$ cat config.mk
export PLATFORM = sky130hd
export DESIGN_NAME = dift_tag_check
export DESIGN_NICKNAME = d
export VERILOG_FILES = /design/src/rtl/dift_tag_check_pkg.sv /design/src/rtl/dift_sat_counter.sv /design/src/rtl/dift_tag_check.sv
export SDC_FILE = /design/constraint.sdc
export NUM_CORES = 1
export LEC_CHECK = 0
export BUFFER_PORTS_ARGS = -buffer_cell sky130_fd_sc_hd__buf_2
export CAP_MARGIN = 5
export CORE_MARGIN = 2
export CORE_UTILIZATION = 29
export CTS_BUF_LIST = sky130_fd_sc_hd__clkbuf_4 sky130_fd_sc_hd__clkbuf_8 sky130_fd_sc_hd__clkbuf_16
export CTS_CLUSTER_DIAMETER = 150
export DETAILED_ROUTE_END_ITERATION = 8
export GPL_TIMING_DRIVEN = 0
export PLACE_DENSITY = 0.56
export SETUP_SLACK_MARGIN = 0.1
export SYNTH_ARGS = -nofsm -noshare
export SYNTH_HDL_FRONTEND = slang
export SYNTH_SLANG_ARGS = --single-unit
$ cat constraint.sdc
create_clock -name clk -period 3.6 [get_ports clk]
set_clock_uncertainty 0.2 [all_clocks]
set_input_delay 0.54 -clock clk [delete_from_list [all_inputs] [get_ports clk]]
set_output_delay 0.54 -clock clk [all_outputs]
set_load 0.05 [all_outputs]
$ cat src/rtl/dift_tag_check_pkg.sv
// Shared types for the DIFT tag check unit: tag type, check policy,
// instruction classes and violation cause codes.
package dift_tag_check_pkg;

  localparam int DIFT_TAG_SIZE = 2;
  typedef logic [DIFT_TAG_SIZE-1:0] dift_tag_t;

  typedef struct packed {
    logic exec_en;
    logic jalr_en;
    logic bran_en;
    logic load_en;
    logic stor_addr_en;
    logic stor_data_en;
    logic trap_en;
  } dift_tccr_t;

  typedef enum logic [2:0] {
    OPC_NONE  = 3'd0,
    OPC_JALR  = 3'd1,
    OPC_BRAN  = 3'd2,
    OPC_LOAD  = 3'd3,
    OPC_STOR  = 3'd4,
    OPC_OTHER = 3'd5
  } dift_check_opclass_t;

  typedef logic [2:0] dift_check_cause_t;

  localparam dift_check_cause_t DIFT_CHECK_CAUSE_EXEC      = 3'd0;
  localparam dift_check_cause_t DIFT_CHECK_CAUSE_JALR      = 3'd1;
  localparam dift_check_cause_t DIFT_CHECK_CAUSE_BRAN      = 3'd2;
  localparam dift_check_cause_t DIFT_CHECK_CAUSE_LOAD      = 3'd3;
  localparam dift_check_cause_t DIFT_CHECK_CAUSE_STOR_ADDR = 3'd4;
  localparam dift_check_cause_t DIFT_CHECK_CAUSE_STOR_DATA = 3'd5;

  typedef enum logic {
    ST_IDLE = 1'b0,
    ST_REQ  = 1'b1
  } dift_check_state_t;

  function automatic logic tag_tainted(input dift_tag_t tag);
    return |tag;
  endfunction

endpackage

$ cat src/rtl/dift_sat_counter.sv
// Saturating up-counter with synchronous clear; clear plus increment in the
// same cycle loads one so the coincident event is not lost.
module dift_sat_counter #(
  parameter int CNT_WIDTH = 16
) (
  input  logic                 clk,
  input  logic                 rst,
  input  logic                 clr_i,
  input  logic                 inc_i,
  output logic [CNT_WIDTH-1:0] cnt_o
);

  localparam logic [CNT_WIDTH-1:0] CNT_ONE = {{(CNT_WIDTH-1){1'b0}}, 1'b1};
  localparam logic [CNT_WIDTH-1:0] CNT_MAX = {CNT_WIDTH{1'b1}};

  logic [CNT_WIDTH-1:0] cnt_q;
  logic [CNT_WIDTH-1:0] cnt_d;

  always_comb begin
    cnt_d = cnt_q;
    if (clr_i && inc_i) begin
      cnt_d = CNT_ONE;
    end else if (clr_i) begin
      cnt_d = {CNT_WIDTH{1'b0}};
    end else if (inc_i && (cnt_q != CNT_MAX)) begin
      cnt_d = cnt_q + CNT_ONE;
    end else begin
      cnt_d = cnt_q;
    end
  end

  always_ff @(posedge clk) begin
    if (rst) begin
      cnt_q <= {CNT_WIDTH{1'b0}};
    end else begin
      cnt_q <= cnt_d;
    end
  end

  assign cnt_o = cnt_q;

endmodule

$ cat src/rtl/dift_tag_check.sv
// DIFT tag check unit: checks EX-stage tags against the TCCR policy, halts
// and raises a held exception request on a trapping violation.
module dift_tag_check
  import dift_tag_check_pkg::*;
#(
  parameter int CNT_WIDTH = 16
) (
  input  logic                 clk,
  input  logic                 rst,
  input  dift_tccr_t           tccr_i,
  input  logic                 valid_i,
  input  dift_check_opclass_t  opclass_i,
  input  logic                 rega_used_i,
  input  logic                 regb_used_i,
  input  dift_tag_t            instr_tag_i,
  input  dift_tag_t            operand_a_tag_i,
  input  dift_tag_t            operand_b_tag_i,
  input  logic [31:0]          pc_i,
  output logic                 halt_o,
  output logic                 exc_req_o,
  input  logic                 exc_ack_i,
  output dift_check_cause_t    exc_cause_o,
  output logic [31:0]          exc_pc_o,
  input  logic                 cnt_clr_i,
  output logic [CNT_WIDTH-1:0] cnt_o
);

  dift_check_state_t state_q, state_d;
  dift_check_cause_t cause_q, cause_d;
  logic [31:0]       pc_q, pc_d;

  logic i_taint_s, a_taint_s, b_taint_s;
  logic c_exec_s, c_jalr_s, c_bran_s, c_load_s, c_sa_s, c_sd_s;
  logic viol_s, capture_s;
  dift_check_cause_t cause_s;

  assign i_taint_s = tag_tainted(instr_tag_i);
  assign a_taint_s = tag_tainted(operand_a_tag_i);
  assign b_taint_s = tag_tainted(operand_b_tag_i);

  assign c_exec_s = valid_i & tccr_i.exec_en & i_taint_s;
  assign c_jalr_s = valid_i & tccr_i.jalr_en & (opclass_i == OPC_JALR) & a_taint_s;
  assign c_bran_s = valid_i & tccr_i.bran_en & (opclass_i == OPC_BRAN) &
                    ((rega_used_i & a_taint_s) | (regb_used_i & b_taint_s));
  assign c_load_s = valid_i & tccr_i.load_en & (opclass_i == OPC_LOAD) & a_taint_s;
  assign c_sa_s   = valid_i & tccr_i.stor_addr_en & (opclass_i == OPC_STOR) & a_taint_s;
  assign c_sd_s   = valid_i & tccr_i.stor_data_en & (opclass_i == OPC_STOR) &
                    regb_used_i & b_taint_s;

  // No evaluation while a request is pending: the pipeline is frozen then.
  assign viol_s    = (state_q == ST_IDLE) &
                     (c_exec_s | c_jalr_s | c_bran_s | c_load_s | c_sa_s | c_sd_s);
  assign capture_s = viol_s & tccr_i.trap_en;

  always_comb begin
    cause_s = DIFT_CHECK_CAUSE_EXEC;
    if (c_exec_s) begin
      cause_s = DIFT_CHECK_CAUSE_EXEC;
    end else if (c_jalr_s) begin
      cause_s = DIFT_CHECK_CAUSE_JALR;
    end else if (c_bran_s) begin
      cause_s = DIFT_CHECK_CAUSE_BRAN;
    end else if (c_load_s) begin
      cause_s = DIFT_CHECK_CAUSE_LOAD;
    end else if (c_sa_s) begin
      cause_s = DIFT_CHECK_CAUSE_STOR_ADDR;
    end else begin
      cause_s = DIFT_CHECK_CAUSE_STOR_DATA;
    end
  end

  always_comb begin
    state_d = state_q;
    cause_d = cause_q;
    pc_d    = pc_q;
    case (state_q)
      ST_IDLE: begin
        if (capture_s) begin
          state_d = ST_REQ;
          cause_d = cause_s;
          pc_d    = pc_i;
        end else begin
          state_d = ST_IDLE;
        end
      end
      ST_REQ: begin
        if (exc_ack_i) begin
          state_d = ST_IDLE;
        end else begin
          state_d = ST_REQ;
        end
      end
      default: begin
        state_d = ST_IDLE;
      end
    endcase
  end

  always_ff @(posedge clk) begin
    if (rst) begin
      state_q <= ST_IDLE;
      cause_q <= DIFT_CHECK_CAUSE_EXEC;
      pc_q    <= 32'h0000_0000;
    end else begin
      state_q <= state_d;
      cause_q <= cause_d;
      pc_q    <= pc_d;
    end
  end

  assign halt_o      = capture_s | (state_q == ST_REQ);
  assign exc_req_o   = (state_q == ST_REQ);
  assign exc_cause_o = cause_q;
  assign exc_pc_o    = pc_q;

  dift_sat_counter #(
    .CNT_WIDTH (CNT_WIDTH)
  ) u_cnt (
    .clk   (clk),
    .rst   (rst),
    .clr_i (cnt_clr_i),
    .inc_i (viol_s),
    .cnt_o (cnt_o)
  );

endmodule

==> qor.yml, run 1 <==
dieArea_sq_mm: 0.00901
via_count: 2448
ant_nets: 0
p_leak_nw: 1.36
final_max_slew_viol_count: 0
placed_cells: 503
post_drt_wl_per_cell_microns: 12.7
viasPerCell: 4.79
setup_violations: 0
synth.distinct_cells: 46
layout-drive-gt1-share_pct: 35.0
cts.htree.levels: 2
critPathLaunch: "operand_a_tag_i[1]"
multi_input_area_sq_mm: 0.00124
grt_pass1_wl_mm: 10.5
grt_pass1_vias: 2283
rows: 33
cts_buffers: 5
routed_wl_mm: 6.51
end_kind: "output pin"
synth_edf_count: 0
crit_end: "halt_o"
layoutNonFillerInstCount: 511
dieHeight_microns: 94.9
synth_area_per_cell_sq_um: 8.21
fmax_ghz: 0.334
cts_buffer_depth: 2
n_antenna_cell: 0
firstDrtPassIters: 4
dpl.hpwl_mm: 4.90
area_delta_synth_final_pct: 31.6
cts.clk_slew.worst_paths_ns: 0.11
start_kind: "primary input"
ys.warnings.count: 0
tns_ns: 0
postSynthCellCount: 292
slew_headroom_pct: 60.3
post-cts-setup-buffers: 0
finalHoldViolations: 0
grt_max_degree: 19
overflow: 0
timing.final.crit_share_pct: 83.0
antenna_found_initial: 0
path_class: "in -> out"
grt_usage_pct: 14.6
arrival_ns: 2.25
setup_slack_ns: 0.610
ff_latch_area_sq_mm: 0.00104
p_per_area_mw_per_mm2: 374
drc_errors: 0
place_ws_ns: 0.574
hold_class: "in -> reg"
boundaryPins: 108
timing.max_cap.violations: 0
postSynth.asyncResetShare_pct: 0
yosys_most_used_dff: "dfxtp_1"
drtIter0Drc: 73
nets: 461
cts-root-buf: "clkbuf_8"
synth_nets: 348
rsz0062_at_grt: "false"
tightestPinTransition_ns: 0.594
min_period_ns: 2.99
ff2ff_setup_slack_ns: 1.53
die_w_microns: 94.9
place_congestion: 0.792
initial_core_util_pct: 29.5
outcome: "completed"
cts_tree: "done"
timing.rr.end: "u_cnt.cnt_o[10]$_SDFFE_PP0P_"
seq_area_frac_synth_pct: 43.4
cts_resized: 0
ctsHoldBuffers: 0
core-area_sq_mm: 0.00813
fin_util_pct: 38.8
clock-sinks: 52
power_w: 0.00118
r2r_cells: 7
required_ns: 2.86
crit_fanout: 10
netlist_area_sq_mm: 0.00240
r2r-start: "u_cnt.cnt_o[0]$_SDFFE_PP0P_"
insertion_delay_ns: 0.31
vdd_drop_max_mv: 0.216
port_buffers: 106
synth-seq-cells: 52
fillers: 858
routing by layer:
metal / GRT usage (%) / share of wire, % / vias to the layer above
met3: 5.11 / 7.7 / 6
met5: 0 / 0 / -
li1: - / - / 1250
met4: 3.62 / 0.86 / 0
met2: 23.6 / 46 / 67
met1: 18.7 / 46 / 1125
through the flow:
stage	cell area [sq um]	hold WS, ns
after floorplan	2400	0.468
after global placement	3060	0.239
after detailed placement	3060	0.245
after CTS	3160	0.238
after global routing	3160	0.233
final	3160	0.245
worst min-delay path by stage:
stage | startpoint | endpoint | depth (start not counted)
2_1_floorplan | exc_cause_o[0]$_SDFFE_PP0P_ | exc_cause_o[0]$_SDFFE_PP0P_ | 2
3_3_place_gp | exc_cause_o[0]$_SDFFE_PP0P_ | exc_cause_o[0]$_SDFFE_PP0P_ | 2
3_5_place_dp | exc_pc_o[24]$_SDFFE_PP0P_ | exc_pc_o[24]$_SDFFE_PP0P_ | 2
4_1_cts | pc_i[5] | exc_pc_o[5]$_SDFFE_PP0P_ | 3
5_1_grt | pc_i[24] | exc_pc_o[24]$_SDFFE_PP0P_ | 3
6_report | pc_i[8] | exc_pc_o[8]$_SDFFE_PP0P_ | 3
cell type report:
| cell class | count | area share (%) |
|---|---|---|
| timing repair buffer | 106 | 16.8 |
| sequential | 52 | 33.0 |
| tap | 105 | 4.16 |
| multi-input combinational | 220 | 39.5 |
| buffer | 18 | 3.29 |
| clock buffer | 5 | 2.18 |
| clock inverter | 3 | 0.872 |
| inverter | 2 | 0.238 |
registers in the layout (all words and copies together), names as in the netlist:
signal / count
exc_pc_o: 32
exc_cause_o: 3
u_cnt.cnt_o: 16
exc_req_o: 1
cell usage in the layout, fill, tap and decap left out, drive strengths merged, types with 4 or more instances in the layout:
| cell | instances |
|---|---|
| a21oi | 43 |
| and3 | 4 |
| buf | 118 |
| clkbuf | 11 |
| dfxtp | 52 |
| mux2i | 9 |
| nand2 | 86 |
| nand3 | 6 |
| nor2 | 9 |
| nor3 | 7 |
| nor4 | 5 |
| o21ai | 8 |
| or3 | 8 |
where the power goes:
part	total [W]	internal [W]	switching [W]
logic	0.000214	0.0000682	0.000146
clock network	0.000362	0.000143	0.000219
registers	0.000603	0.000593	0.0000100
cells by family after synthesis:
logic type / Yosys count / share of synthesized area (%)
AO/OA/AOI/OAI: 67 / 18.3
adder cells (fa/ha/maj): 1 / 0.522
buffers and inverters: 20 / 4.65
flip-flops: 52 / 43.4
multiplexers: 9 / 3.76
AND/OR/NAND/NOR: 143 / 29.4
cell usage after synthesis, types with 2 or more instances:
cell type / number / area [sq um]
a21oi_1: 42 / 210
a31oi_1: 2 / 12.5
a41o_1: 2 / 20.0
and3_1: 2 / 12.5
and3_2: 2 / 15.0
buf_2: 8 / 40.0
buf_6: 3 / 33.8
clkbuf_1: 6 / 22.5
dfxtp_1: 52 / 1040
inv_1: 2 / 7.51
mux2i_1: 9 / 90.1
nand2_1: 86 / 323
nand2b_1: 2 / 12.5
nand3_1: 6 / 30.0
nand4_1: 3 / 18.8
nor2_1: 9 / 33.8
nor2b_1: 2 / 12.5
nor3_1: 6 / 30.0
nor4_2: 4 / 50.1
o211ai_1: 3 / 22.5
o21ai_0: 4 / 20.0
o21ai_1: 4 / 20.0
o41a_2: 2 / 25.0
or3_1: 8 / 50.1
or4_1: 2 / 15.0
critical path: stages:
cell	delay [ns]
buf_2	0.11
o21ai_1	0.22
a211oi_4	0.14
o41ai_4	0.63
buf_2	0.33
nand2_1	0.07
buf_2	0.21
(Power assumes the default switching activity.)
==> inputs of run 2 (changes only) <==
--- a/config.mk
+++ b/config.mk
@@ -13,7 +13,7 @@
 export CTS_CLUSTER_DIAMETER = 150
 export DETAILED_ROUTE_END_ITERATION = 8
 export GPL_TIMING_DRIVEN = 0
-export PLACE_DENSITY = 0.56
+export PLACE_DENSITY = 0.58
 export SETUP_SLACK_MARGIN = 0.1
 export SYNTH_ARGS = -nofsm -noshare
 export SYNTH_HDL_FRONTEND = slang
==> constraint.sdc (replaced) <==
create_clock -name clk -period 2.4 [get_ports clk]
set_clock_uncertainty 0.2 [all_clocks]
set_input_delay 0.36 -clock clk [delete_from_list [all_inputs] [get_ports clk]]
set_output_delay 0.36 -clock clk [all_outputs]
set_load 0.05 [all_outputs]
==> run 2 against run 1 <==
Net effect: die area unchanged; flip-flop and latch count did not move; worst setup slack worse by 0.43 ns; total power grew 50%; critical path type unchanged; non-clock buffer count up 2.
==> qor.yml, run 2 (synthesis results as in run 1) <==
outcome: "completed"
combPwrFrac_pct: 18.5  # +0.4 points
grt_usage_pct: 14.4  # -0.19 points
insertion_delay_ns: 0.31  # about the same
post_drt_wl_per_cell_microns: 12.6  # -1.1%
drtIter0Drc: 77  # +5.5%
port_buffers: 106  # unchanged
crit_fanout: 10  # unchanged
timing.max_cap.violations: 0  # unchanged
final_max_slew_viol_count: 0  # unchanged
ant_nets: 0  # unchanged
cts.htree.levels: 2  # unchanged
timing.rr.end: "u_cnt.cnt_o[10]$_SDFFE_PP0P_"
mostFrequentLayoutCell: "buf_2"
cts_tree: "done"
antenna_found_initial: 0  # unchanged
p_leak_nw: 1.38  # +1.4%
overflow: 0  # unchanged
ff_latch_area_sq_mm: 0.00104  # unchanged
ctsHoldBuffers: 0  # unchanged
area_delta_synth_final_pct: 33.2
start_kind: "primary input"
tns_ns: 0  # unchanged
r2r-start: "u_cnt.cnt_o[0]$_SDFFE_PP0P_"
cts.clk_slew.worst_paths_ns: 0.10  # about the same
switching_share_pct: 31.5  # -0.26 points
n_antenna_cell: 0  # unchanged
power_frac_seq_pct: 51.2  # about the same
drc_errors: 0  # unchanged
fmax_ghz: 0.451
viasPerCell: 4.74  # -0.96%
nets: 463  # +0.43%
dpl.hpwl_mm: 4.80  # -2.2%
ff2ff_setup_slack_ns: 0.39  # -1.14 ns
grt_pass1_vias: 2221  # -2.7%
initial_core_util_pct: 29.5  # unchanged
min_path_cells: 3  # unchanged
hold_class: "in -> reg"
vdd_drop_max_mv: 0.316  # +47%
dieHeight_microns: 94.9  # unchanged
clock-sinks: 52  # unchanged
via_count: 2434  # -0.57%
finalHoldViolations: 0  # unchanged
multi_input_area_sq_mm: 0.00126  # +1.3%
core-area_sq_mm: 0.00813  # unchanged
largest_reg_flops: 32  # unchanged
place_ws_ns: -0.266  # -0.839 ns
place_congestion: 0.806  # +1.8%
cts_buffers: 5  # unchanged
timing.final.crit_share_pct: 92.5
end_kind: "output pin"
layout-drive-gt1-share_pct: 36.0  # +1.1 points
r2r_cells: 7  # unchanged
grt_pass1_wl_mm: 10.4  # -1.2%
tightestPinTransition_ns: 0.530  # -0.0634 ns
required_ns: 1.84  # -1.02 ns
intPower_w: 0.00121  # +50%
min_period_ns: 2.22
slew_headroom_pct: 64.6  # +4.4 points
dieArea_sq_mm: 0.00901  # unchanged
die_w_microns: 94.9  # unchanged
p_sw_w: 0.000557  # +49%
arrival_ns: 1.66  # -0.59 ns
setup_slack_ns: 0.180  # -0.430 ns
setup_violations: 0  # unchanged
fillers: 852  # -0.70%
layoutNonFillerInstCount: 513  # +0.39%
p_per_area_mw_per_mm2: 554  # +48%
power_w: 0.00177  # +50%
routed_wl_mm: 6.46  # -0.72%
worstHoldStart: "pc_i[22]"
placed_cells: 503  # unchanged
cts_buffer_depth: 2  # unchanged
rows: 33  # unchanged
pwr-share-clk_pct: 30.3  # -0.4 points
firstDrtPassIters: 4  # unchanged
fin_util_pct: 39.3  # +0.46 points
cts-root-buf: "clkbuf_8"
final_cell_mix: "buf_2 (113), nand2_1 (85), dfxtp_1 (52)"
rsz0062_at_grt: "false"
path_class: "in -> out"
boundaryPins: 108  # unchanged
grt_max_degree: 19  # unchanged
min_to: "exc_pc_o[22]$_SDFFE_PP0P_"
## run 2: cell count changes in the layout (fill, tap and decap cells not counted), sizes merged
cell and delta:
buf +2
## run 2: layout make-up
cell class              instances  share of cell area (%)
plain buffers                  18                    3.45
clock buffers                   5                    2.16
clock inverters                 3                   0.862
inverters                       2                   0.235
multi-input cells             220                    39.5
flip-flops and latches         52                    32.6
well taps                     105                    4.11
repair buffers                108                    17.1
## run 2: worst max path at each step
| stage | slack [ns] | startpoint | endpoint | depth (start not counted) |
|---|---|---|---|---|
| finish | 0.18 | opclass_i[1] | halt_o | 7 |
| global route | 0.09 | operand_a_tag_i[0] | halt_o | 7 |
| CTS | 0.10 | operand_a_tag_i[1] | halt_o | 7 |
| detailed placement | -0.27 | operand_a_tag_i[1] | halt_o | 7 |
| global placement | -0.27 | operand_a_tag_i[1] | halt_o | 7 |
| floorplan | 0.17 | instr_tag_i[1] | halt_o | 5 |
## run 2: metrics by stage
stage               hold WS [ns]  instance area, sq um
finish                    0.0772                  3190
global route              0.0693                  3190
CTS                       0.0629                  3170
detailed placement         0.246                  3060
global placement           0.238                  3060
floorplan                  0.296                  2400
## run 2: power by group through the flow
| stage | Sequential [W] | Clock [W] | Combinational [W] |
|---|---|---|---|
| finish | 0.000905 | 0.000536 | 0.000327 |
| global route | 0.000909 | 0.000593 | 0.000357 |
| CTS | 0.000905 | 0.000565 | 0.000326 |
| detailed placement | 0.000925 | 0 | 0.000323 |
| global placement | 0.000924 | 0 | 0.000321 |
| floorplan | 0.00102 | 0 | 0.000120 |
## run 2: critical path: stages
cell	delay, ns
buf_2	0.13
nand4bb_1	0.23
a21oi_2	0.33
o41ai_4	0.13
buf_6	0.16
nand2_2	0.06
buf_2	0.26
## run 2: timing repair
| item | CTS | global route |
|---|---|---|
| setup endpoints to repair | 1 | 1 |
| buffers inserted | 2 | 0 |
| resized for setup | 0 | 6 |
| pin swaps | 2 | 1 |
## run 2: routing by layer
metal / vias to the layer above / track usage (%) / wire (microns)
met3: 7 / 5.43 / 568
met2: 72 / 23.2 / 2920
li1: 1251 / - / -
met4: 0 / 3.74 / 67
met1: 1104 / 18.2 / 2900
met5: - / 0 / 0
